[config.mk]
export PLATFORM = sky130hd
export DESIGN_NAME = mc_control_fsm
export DESIGN_NICKNAME = d
export VERILOG_FILES = /design/src/rtl/mc_control_fsm.sv
export SDC_FILE = /design/constraint.sdc
export NUM_CORES = 1
export LEC_CHECK = 0
export BUFFER_PORTS_ARGS = -buffer_cell sky130_fd_sc_hd__buf_2
export CAP_MARGIN = 0
export CELL_PAD_IN_SITES_DETAIL_PLACEMENT = 0
export CELL_PAD_IN_SITES_GLOBAL_PLACEMENT = 2
export CORE_ASPECT_RATIO = 1.4
export CORE_UTILIZATION = 31
export DETAILED_ROUTE_END_ITERATION = 16
export PLACE_DENSITY_LB_ADDON = 0.1
export SETUP_SLACK_MARGIN = 0.02
export SKIP_LAST_GASP = 1
export SLEW_MARGIN = 10
export SYNTH_ARGS = -nofsm -noshare
export SYNTH_HDL_FRONTEND = slang
export SYNTH_SLANG_ARGS = --single-unit
[constraint.sdc]
create_clock -name clk -period 2.46 [get_ports clk]
set_input_delay 0.123 -clock clk [delete_from_list [all_inputs] [get_ports clk]]
set_output_delay 0.123 -clock clk [all_outputs]
set_load 0.03 [all_outputs]
[src/rtl/mc_control_fsm.sv]
// rtl/mc_control_fsm.sv - multicycle MIPS control FSM with memory handshake, watchdog, trap and retire counter
module mc_control_fsm #(
    parameter int ALU_OP_WIDTH = 4,
    parameter int WAIT_TIMEOUT = 255,
    parameter int TMO_W        = 8,
    parameter int RET_W        = 32
) (
    input  logic                    clk,
    input  logic                    rst,
    input  logic [5:0]              Opcode,
    input  logic [5:0]              Funct,
    input  logic                    mem_ready,
    output logic                    mem_req,
    output logic                    IorD,
    output logic [1:0]              ALUSrcA,
    output logic [2:0]              ALUSrcB,
    output logic [1:0]              PCSrc,
    output logic [1:0]              RegDst,
    output logic [1:0]              MemtoReg,
    output logic [1:0]              Branch,
    output logic                    IRWrite,
    output logic                    MemWrite,
    output logic                    PCWrite,
    output logic                    RegWrite,
    output logic [ALU_OP_WIDTH-1:0] ALUControl,
    output logic                    fault,
    output logic [1:0]              fault_code,
    output logic [RET_W-1:0]        retired
);

    localparam logic [ALU_OP_WIDTH-1:0] ALU_AND = ALU_OP_WIDTH'(0);
    localparam logic [ALU_OP_WIDTH-1:0] ALU_OR  = ALU_OP_WIDTH'(1);
    localparam logic [ALU_OP_WIDTH-1:0] ALU_ADD = ALU_OP_WIDTH'(2);
    localparam logic [ALU_OP_WIDTH-1:0] ALU_SUB = ALU_OP_WIDTH'(6);
    localparam logic [ALU_OP_WIDTH-1:0] ALU_SLT = ALU_OP_WIDTH'(7);
    localparam logic [ALU_OP_WIDTH-1:0] ALU_SLL = ALU_OP_WIDTH'(8);
    localparam logic [ALU_OP_WIDTH-1:0] ALU_SRL = ALU_OP_WIDTH'(9);

    localparam logic [5:0] OP_RTYPE = 6'h00, OP_J    = 6'h02, OP_JAL  = 6'h03;
    localparam logic [5:0] OP_BEQ   = 6'h04, OP_BNE  = 6'h05, OP_ADDI = 6'h08;
    localparam logic [5:0] OP_SLTI  = 6'h0A, OP_ANDI = 6'h0C, OP_ORI  = 6'h0D;
    localparam logic [5:0] OP_LW    = 6'h23, OP_SW   = 6'h2B;

    localparam logic [5:0] FN_SLL = 6'h00, FN_SRL = 6'h02, FN_ADD = 6'h20;
    localparam logic [5:0] FN_SUB = 6'h22, FN_AND = 6'h24, FN_OR  = 6'h25;
    localparam logic [5:0] FN_SLT = 6'h2A;

    localparam logic [TMO_W-1:0] TMO_LAST = TMO_W'(WAIT_TIMEOUT - 1);

    typedef enum logic [3:0] {
        S_FETCH, S_DECODE, S_MEMADR, S_MEMRD, S_MEMWB, S_MEMWR, S_EXEC_R,
        S_ALUWB, S_EXEC_I, S_IWB, S_BRANCH, S_JUMP, S_JAL, S_FAULT
    } state_t;

    state_t           state, next_state;
    logic [TMO_W-1:0] wait_cnt;
    logic [1:0]       fault_code_q, next_code;
    logic [RET_W-1:0] retired_q;
    logic             req, ir_w, pc_w, mem_w, reg_w, retire;
    logic             stall_expired;

    assign stall_expired = !mem_ready && (wait_cnt == TMO_LAST);

    always_ff @(posedge clk or posedge rst) begin
        if (rst) begin
            state        <= S_FETCH;
            wait_cnt     <= '0;
            fault_code_q <= 2'b00;
            retired_q    <= '0;
        end else begin
            state <= next_state;
            // Every memory state is entered with the counter already at zero,
            // since it only counts while a request is outstanding.
            if (!req || mem_ready)
                wait_cnt <= '0;
            else
                wait_cnt <= wait_cnt + TMO_W'(1);
            if (state != S_FAULT && next_state == S_FAULT)
                fault_code_q <= next_code;
            if (retire)
                retired_q <= retired_q + RET_W'(1);
        end
    end

    always_comb begin
        next_state = state;
        next_code  = fault_code_q;
        retire     = 1'b0;
        req        = 1'b0;
        ir_w       = 1'b0;
        pc_w       = 1'b0;
        mem_w      = 1'b0;
        reg_w      = 1'b0;
        IorD       = 1'b0;
        ALUSrcA    = 2'b00;
        ALUSrcB    = 3'b000;
        PCSrc      = 2'b00;
        RegDst     = 2'b00;
        MemtoReg   = 2'b00;
        Branch     = 2'b00;
        ALUControl = ALU_ADD;
        case (state)
            S_FETCH: begin
                req     = 1'b1;
                ALUSrcB = 3'b001;
                if (mem_ready) begin
                    ir_w       = 1'b1;
                    pc_w       = 1'b1;
                    next_state = S_DECODE;
                end else if (stall_expired) begin
                    next_state = S_FAULT;
                    next_code  = 2'b01;
                end
            end
            S_DECODE: begin
                ALUSrcB = 3'b100;
                case (Opcode)
                    OP_LW, OP_SW:                      next_state = S_MEMADR;
                    OP_RTYPE:                          next_state = S_EXEC_R;
                    OP_ADDI, OP_ANDI, OP_ORI, OP_SLTI: next_state = S_EXEC_I;
                    OP_BEQ, OP_BNE:                    next_state = S_BRANCH;
                    OP_J:                              next_state = S_JUMP;
                    OP_JAL:                            next_state = S_JAL;
                    default: begin
                        next_state = S_FAULT;
                        next_code  = 2'b10;
                    end
                endcase
            end
            S_MEMADR: begin
                ALUSrcA    = 2'b10;
                ALUSrcB    = 3'b010;
                next_state = (Opcode == OP_SW) ? S_MEMWR : S_MEMRD;
            end
            S_MEMRD: begin
                req  = 1'b1;
                IorD = 1'b1;
                if (mem_ready) begin
                    next_state = S_MEMWB;
                end else if (stall_expired) begin
                    next_state = S_FAULT;
                    next_code  = 2'b01;
                end
            end
            S_MEMWB: begin
                MemtoReg   = 2'b01;
                reg_w      = 1'b1;
                retire     = 1'b1;
                next_state = S_FETCH;
            end
            S_MEMWR: begin
                req   = 1'b1;
                IorD  = 1'b1;
                mem_w = mem_ready;
                if (mem_ready) begin
                    retire     = 1'b1;
                    next_state = S_FETCH;
                end else if (stall_expired) begin
                    next_state = S_FAULT;
                    next_code  = 2'b01;
                end
            end
            S_EXEC_R: begin
                next_state = S_ALUWB;
                ALUSrcA    = 2'b10;
                case (Funct)
                    FN_ADD: ALUControl = ALU_ADD;
                    FN_SUB: ALUControl = ALU_SUB;
                    FN_AND: ALUControl = ALU_AND;
                    FN_OR:  ALUControl = ALU_OR;
                    FN_SLT: ALUControl = ALU_SLT;
                    FN_SLL, FN_SRL: begin
                        ALUSrcA    = 2'b11;
                        ALUSrcB    = 3'b011;
                        ALUControl = (Funct == FN_SLL) ? ALU_SLL : ALU_SRL;
                    end
                    default: begin
                        ALUSrcA    = 2'b00;
                        next_state = S_FAULT;
                        next_code  = 2'b10;
                    end
                endcase
            end
            S_ALUWB: begin
                RegDst     = 2'b01;
                reg_w      = 1'b1;
                retire     = 1'b1;
                next_state = S_FETCH;
            end
            S_EXEC_I: begin
                ALUSrcA    = 2'b10;
                ALUSrcB    = 3'b010;
                next_state = S_IWB;
                case (Opcode)
                    OP_ANDI: ALUControl = ALU_AND;
                    OP_ORI:  ALUControl = ALU_OR;
                    OP_SLTI: ALUControl = ALU_SLT;
                    default: ALUControl = ALU_ADD;
                endcase
            end
            S_IWB: begin
                reg_w      = 1'b1;
                retire     = 1'b1;
                next_state = S_FETCH;
            end
            S_BRANCH: begin
                ALUSrcA    = 2'b10;
                ALUControl = ALU_SUB;
                PCSrc      = 2'b01;
                Branch     = (Opcode == OP_BNE) ? 2'b10 : 2'b01;
                retire     = 1'b1;
                next_state = S_FETCH;
            end
            S_JUMP: begin
                PCSrc      = 2'b11;
                pc_w       = 1'b1;
                retire     = 1'b1;
                next_state = S_FETCH;
            end
            S_JAL: begin
                PCSrc      = 2'b11;
                pc_w       = 1'b1;
                RegDst     = 2'b10;
                MemtoReg   = 2'b10;
                reg_w      = 1'b1;
                retire     = 1'b1;
                next_state = S_FETCH;
            end
            S_FAULT: next_state = S_FAULT;
            default: next_state = S_FETCH;
        endcase
    end

    // Reset must silence the strobes immediately, even though FETCH decodes mem_ready.
    assign mem_req    = req   & ~rst;
    assign IRWrite    = ir_w  & ~rst;
    assign PCWrite    = pc_w  & ~rst;
    assign MemWrite   = mem_w & ~rst;
    assign RegWrite   = reg_w & ~rst;
    assign fault      = (state == S_FAULT);
    assign fault_code = fault_code_q;
    assign retired    = retired_q;

endmodule

# == After elaboration in Yosys (flattened, before gate mapping) ==
# Index checks and enable logic that the tools add are counted.
# totals
register_bits,46
in_bits,15
out_inout_bits,58
wordCells,107
# classes
add_sub_neg,2
n_mux,35
reduce_logical,24
eq_ne,36
bitwise,6
# op_table
op,count
6-bit == test (second input constant),7
32-bit by 1-bit adder with 32-bit output (second input constant),1
4-bit one-hot mux with 8 select lines,1
4-bit == test (second input constant),7
6-bit by 4-bit == test with 1-bit output (second input constant),4
4-bit one-hot mux with 6 select lines,1
4-bit 2-to-1 mux,5
2-bit one-hot mux with 2 select lines,5
4-bit one-hot mux with 5 select lines,1
6-bit by 2-bit == test with 1-bit output (second input constant),3
4-bit by 3-bit == test with 1-bit output (second input constant),4
2-bit 2-to-1 mux,7
6-bit by 3-bit == test with 1-bit output (second input constant),2
6-bit zero test,2
3-bit one-hot mux with 4 select lines,1
4-bit one-hot mux with 3 select lines,1
2-bit OR reduction,6
11-bit OR reduction,1
3-bit one-hot mux with 3 select lines,1
8-bit by 1-bit adder with 8-bit output (second input constant),1
4-bit by 2-bit == test with 1-bit output (second input constant),2
8-bit == test (second input constant),1
8-bit 2-to-1 mux,1
4-bit OR reduction,2
other kinds (20),36

# == Logic depth before layout (Yosys ltp) ==
# logic_depth
word_depth,8
depth_mapped,7
ltp_nobuf,6

# == Least setup slack after synthesis ==
# OpenSTA, ideal clock, no wires.
# synth_timing
path_kind,in2out
startpoint,input rst
endpoint,output MemWrite
path_stages,3
arrival_ns,1.916
t_required_ns,2.337
path_buffers,0
path_slack_ns,0.421
cell_sequence,inv_1 > nand2_1 > nor3_1
# synth_between
elab_chain_len,2
# synth_rtl
item,line,text
from (decl),9,"input logic rst,"
1-bit inverter,238,assign MemWrite = mem_w & ~rst;
1-bit AND,238,
to (decl),22,"output logic MemWrite,"
# No other way between the ends.

# == Final worst setup path ==
# layout_timing
startpoint,register state[2]
endpoint,output ALUControl[1]
# layout_between
elab_chain_len,2
elab_cells_between_ends,4
cone_classes,eq/ne (3); mux (1)
# layout_rtl
item,line,text
from (decl),55,"state_t state, next_state;"
from (signal assigned),71,state <= next_state;
4-bit == test or 4-bit by 3-bit == test with 1-bit output (tied branches),102,case (state)
4-bit one-hot mux with 3 select lines (*),102,
to (decl),25,"output logic [ALU_OP_WIDTH-1:0] ALUControl,"
# Mark *: on every way between the ends. The rest lies on a longest branch, timed or not.

==> key figures <==
Floorplan
  – I/O pin cnt: 73
  – Total core area: 8708 sq um
  – Die area: 9530 sq um
  – Num rows: 40
  – Initial core utilization: 32.53%
  – Die X: 82.79 microns
  – Die Span Y: 115.1 microns

Setup path
  – Buf/Inv on CP: 1
  – Worst path top cell family by delay: flip-flops
  – CP max-delay cell: dfrtp_1
  – Slowest stage delay, CP: 550 ps
  – WS Path Type: flop to output pin
  – Critical Path AT: between 2000 and 2500 ps
  – Worst path cell trace: nand2_1 -> a2111oi_0 -> a31oi_1 -> or3_1 -> buf_2
  – Highest net fanout along the worst path: 13
  – CP startpoint kind: flop
  – Worst Setup End Kind: output pin
  – CP required: between 2000 and 2500 ps

Detailed routing
  – Drt pass-1 iters: 4
  – Avg WL per Cell: around 17 microns
  – Drt via density: around 5.3
  – DRC viols: 0
  – Iteration-0 DRC Markers: 74
  – Post-Route WL: about 8300 microns
  – Post-route antenna net violation count: 0
  – Via count: 2,644

Clock tree
  – Maximum clock insertion buffer count: 2
  – Resized cells post-CTS: 0
  – Clock Sinks: 46
  – CTS tree: yes
  – Reg clk slew, reported paths: 60 ps
  – CTS buffer count: 5
  – Setup Fix Bufs, Post-CTS: 0
  – CTS H-tree depth: 2
  – Hold-fix buffers at CTS: 0
  – Root buf cell: clkbuf_16
  – Worst-Skew Late Latency: 280 ps

Timing
  – Final max-slew violation count: 0
  – Final period utilization: 88.91%
  – Worst clock skew: about 3.6 ps
  – Least-Margin Pin Slew: 604.3 ps
  – Final setup fails: 0
  – RSZ-0062 raised after global routing: no
  – Setup TNS: 0 ps
  – Max Fclk: 457.2 MHz
  – Final hold viol count: 0
  – Slew HR: 59.72%
  – Fin crit period: 2187 ps

Placed design
  – DP Area: 3318 sq um
  – Placed insts: about 500
  – PortBufs: 72
  – Placer Congestion: 0.8405
  – Post-DP HPWL: 6249 microns

Global routing
  – Number of global-route vias before repair: 2,524
  – Grt total ovfl: 0
  – Largest net degree at the start of global routing: 47
  – First-pass GRT wire length: ~13,000 microns
  – Overall Global Routing Usage: 18.20%
  – Initial antenna violation count: 0

Hold path
  – Worst Hold Class: primary input to async pin

Pwr
  – PwrDens: a little over 900 nW/um^2
  – LEAKAGE: 1.653 nW
  – Overall power: around 3.2 mW
  – VDD IR max: 0.0005379 V

Run
  – Max Cap Viol: 0

Logic synthesis
  – Asr flop ratio synth: between 90% and 100%
  – Syn avg cell area: 8.908 sq um
  – Synthesized flop and latch total: 46
  – Gate Count Post-Synth: 318
  – Yosys cell types: 53
  – Cell area after synthesis: roughly 2800 sq um
  – Syn nets: 336
  – Sequential share of the synthesized area: approximately two fifths
  – Ys Warns: 0
  – EDFF count, synth: 0
  – Most used DFF post-synth: dfrtp_1

Finish
  – Final Net Count: 408
  – Core Util, Final: 39.97%
  – Share of cells above drive strength 1: between 20% and 30%
  – Design area: 3481 sq um
  – Final non-filler cell total: 496
  – Most frequent cells in the layout: buf_2, dfrtp_1, nor2_1
  – Most common cell after layout, fill and taps aside: buf_2
  – Synth-to-layout area growth: 22.88%
  – Number of fill cells in the layout: just over 900
  – Ant diodes: 0

Status
  – Status: complete, no violations
==> synthesized netlist by cell type, types with 4 or more instances <==
cell type / instances / area [sq um]
a21oi_1: 13 / 65.06
a31oi_1: 4 / 25.02
and3_1: 11 / 68.82
and4_1: 9 / 78.83
buf_2: 5 / 25.02
clkbuf_1: 8 / 30.03
dfrtp_1: 46 / 1151
inv_1: 10 / 37.54
nand2_1: 21 / 78.83
nand2b_1: 6 / 37.54
nand3_1: 24 / 120.1
nand4_1: 11 / 68.82
nor2_1: 34 / 127.6
nor3_1: 6 / 30.03
nor4_1: 5 / 31.28
o21ai_0: 11 / 55.05
or3_1: 6 / 37.54
xnor2_1: 30 / 262.8
xor2_1: 9 / 78.83
==> registers in the layout, indices dropped and copies added, names as in the netlist <==
name,cells
retired,32
wait_cnt,8
state,4
fault_code,2
==> stage by stage <==
stage	setup slack, ps	hold slack [ps]
after floorplan	420.5	316.3
after global placement	426.9	411.5
after detailed placement	443.3	410.8
after CTS	277.8	105.2
after global routing	111.4	135.5
final	272.9	85.44
==> kinds of logic after synthesis <==
family	Yosys count	synth area share (%)
mux	1	0.3975
xor+xnor	40	12.63
fa+ha+maj	3	1.325
buf+inv	28	4.329
flops	46	40.64
compound gates	57	13.30
simple gates	143	27.39
==> worst paths after layout <==
check                           endpoint  slack (ps)   startpoint  depth (start not counted)
max                        ALUControl[1]         270     state[2]                          5
min                          retired[28]          90          rst                          3
max reg2reg                  retired[30]         420     state[0]                          6
min reg2reg                  retired[31]         480  retired[31]                          1
max in group asynchronous    wait_cnt[2]        1960          rst                          3
min in group clk                state[0]         270    Opcode[4]                          3
==> worst register-to-register path, delay by kind of cell (launching register included) <==
| family | cells | cell delay, ps |
|---|---|---|
| xor+xnor | 1 | 140 |
| compound gates | 1 | 140 |
| simple gates | 2 | 760 |
| buf+inv | 2 | 370 |
| flops | 1 | 500 |
==> layout make-up <==
cell class	count	area, sq um	area share (%)
sequential	46	1151	33.07
tap	105	131.4	3.774
clock buffer	7	132.6	3.810
inverter	11	41.29	1.186
multi-input combinational	244	1559	44.79
timing repair buffer	82	435.4	12.51
clock inverter	1	30.03	0.8627
==> per-layer routing <==
metal	routed length (microns)	up-vias	global-route usage (%)	part of all wire [%]
met5	0	-	0	0
met4	314	0	8.966	3.8
met3	310	18	2.619	3.8
met2	4284	74	32.19	52
met1	3346	1272	20.85	41
li1	-	1280	-	-
==> power breakdown <==
part / internal (mW) / total, mW / leakage [nW] / switching [mW]
combinational: 0.461 / 1.42 / 0.960 / 0.956
clock: 0.480 / 0.752 / 0.0781 / 0.272
sequential: 0.859 / 1.02 / 0.615 / 0.165
Note: power is estimated with default switching activity, not from simulation.
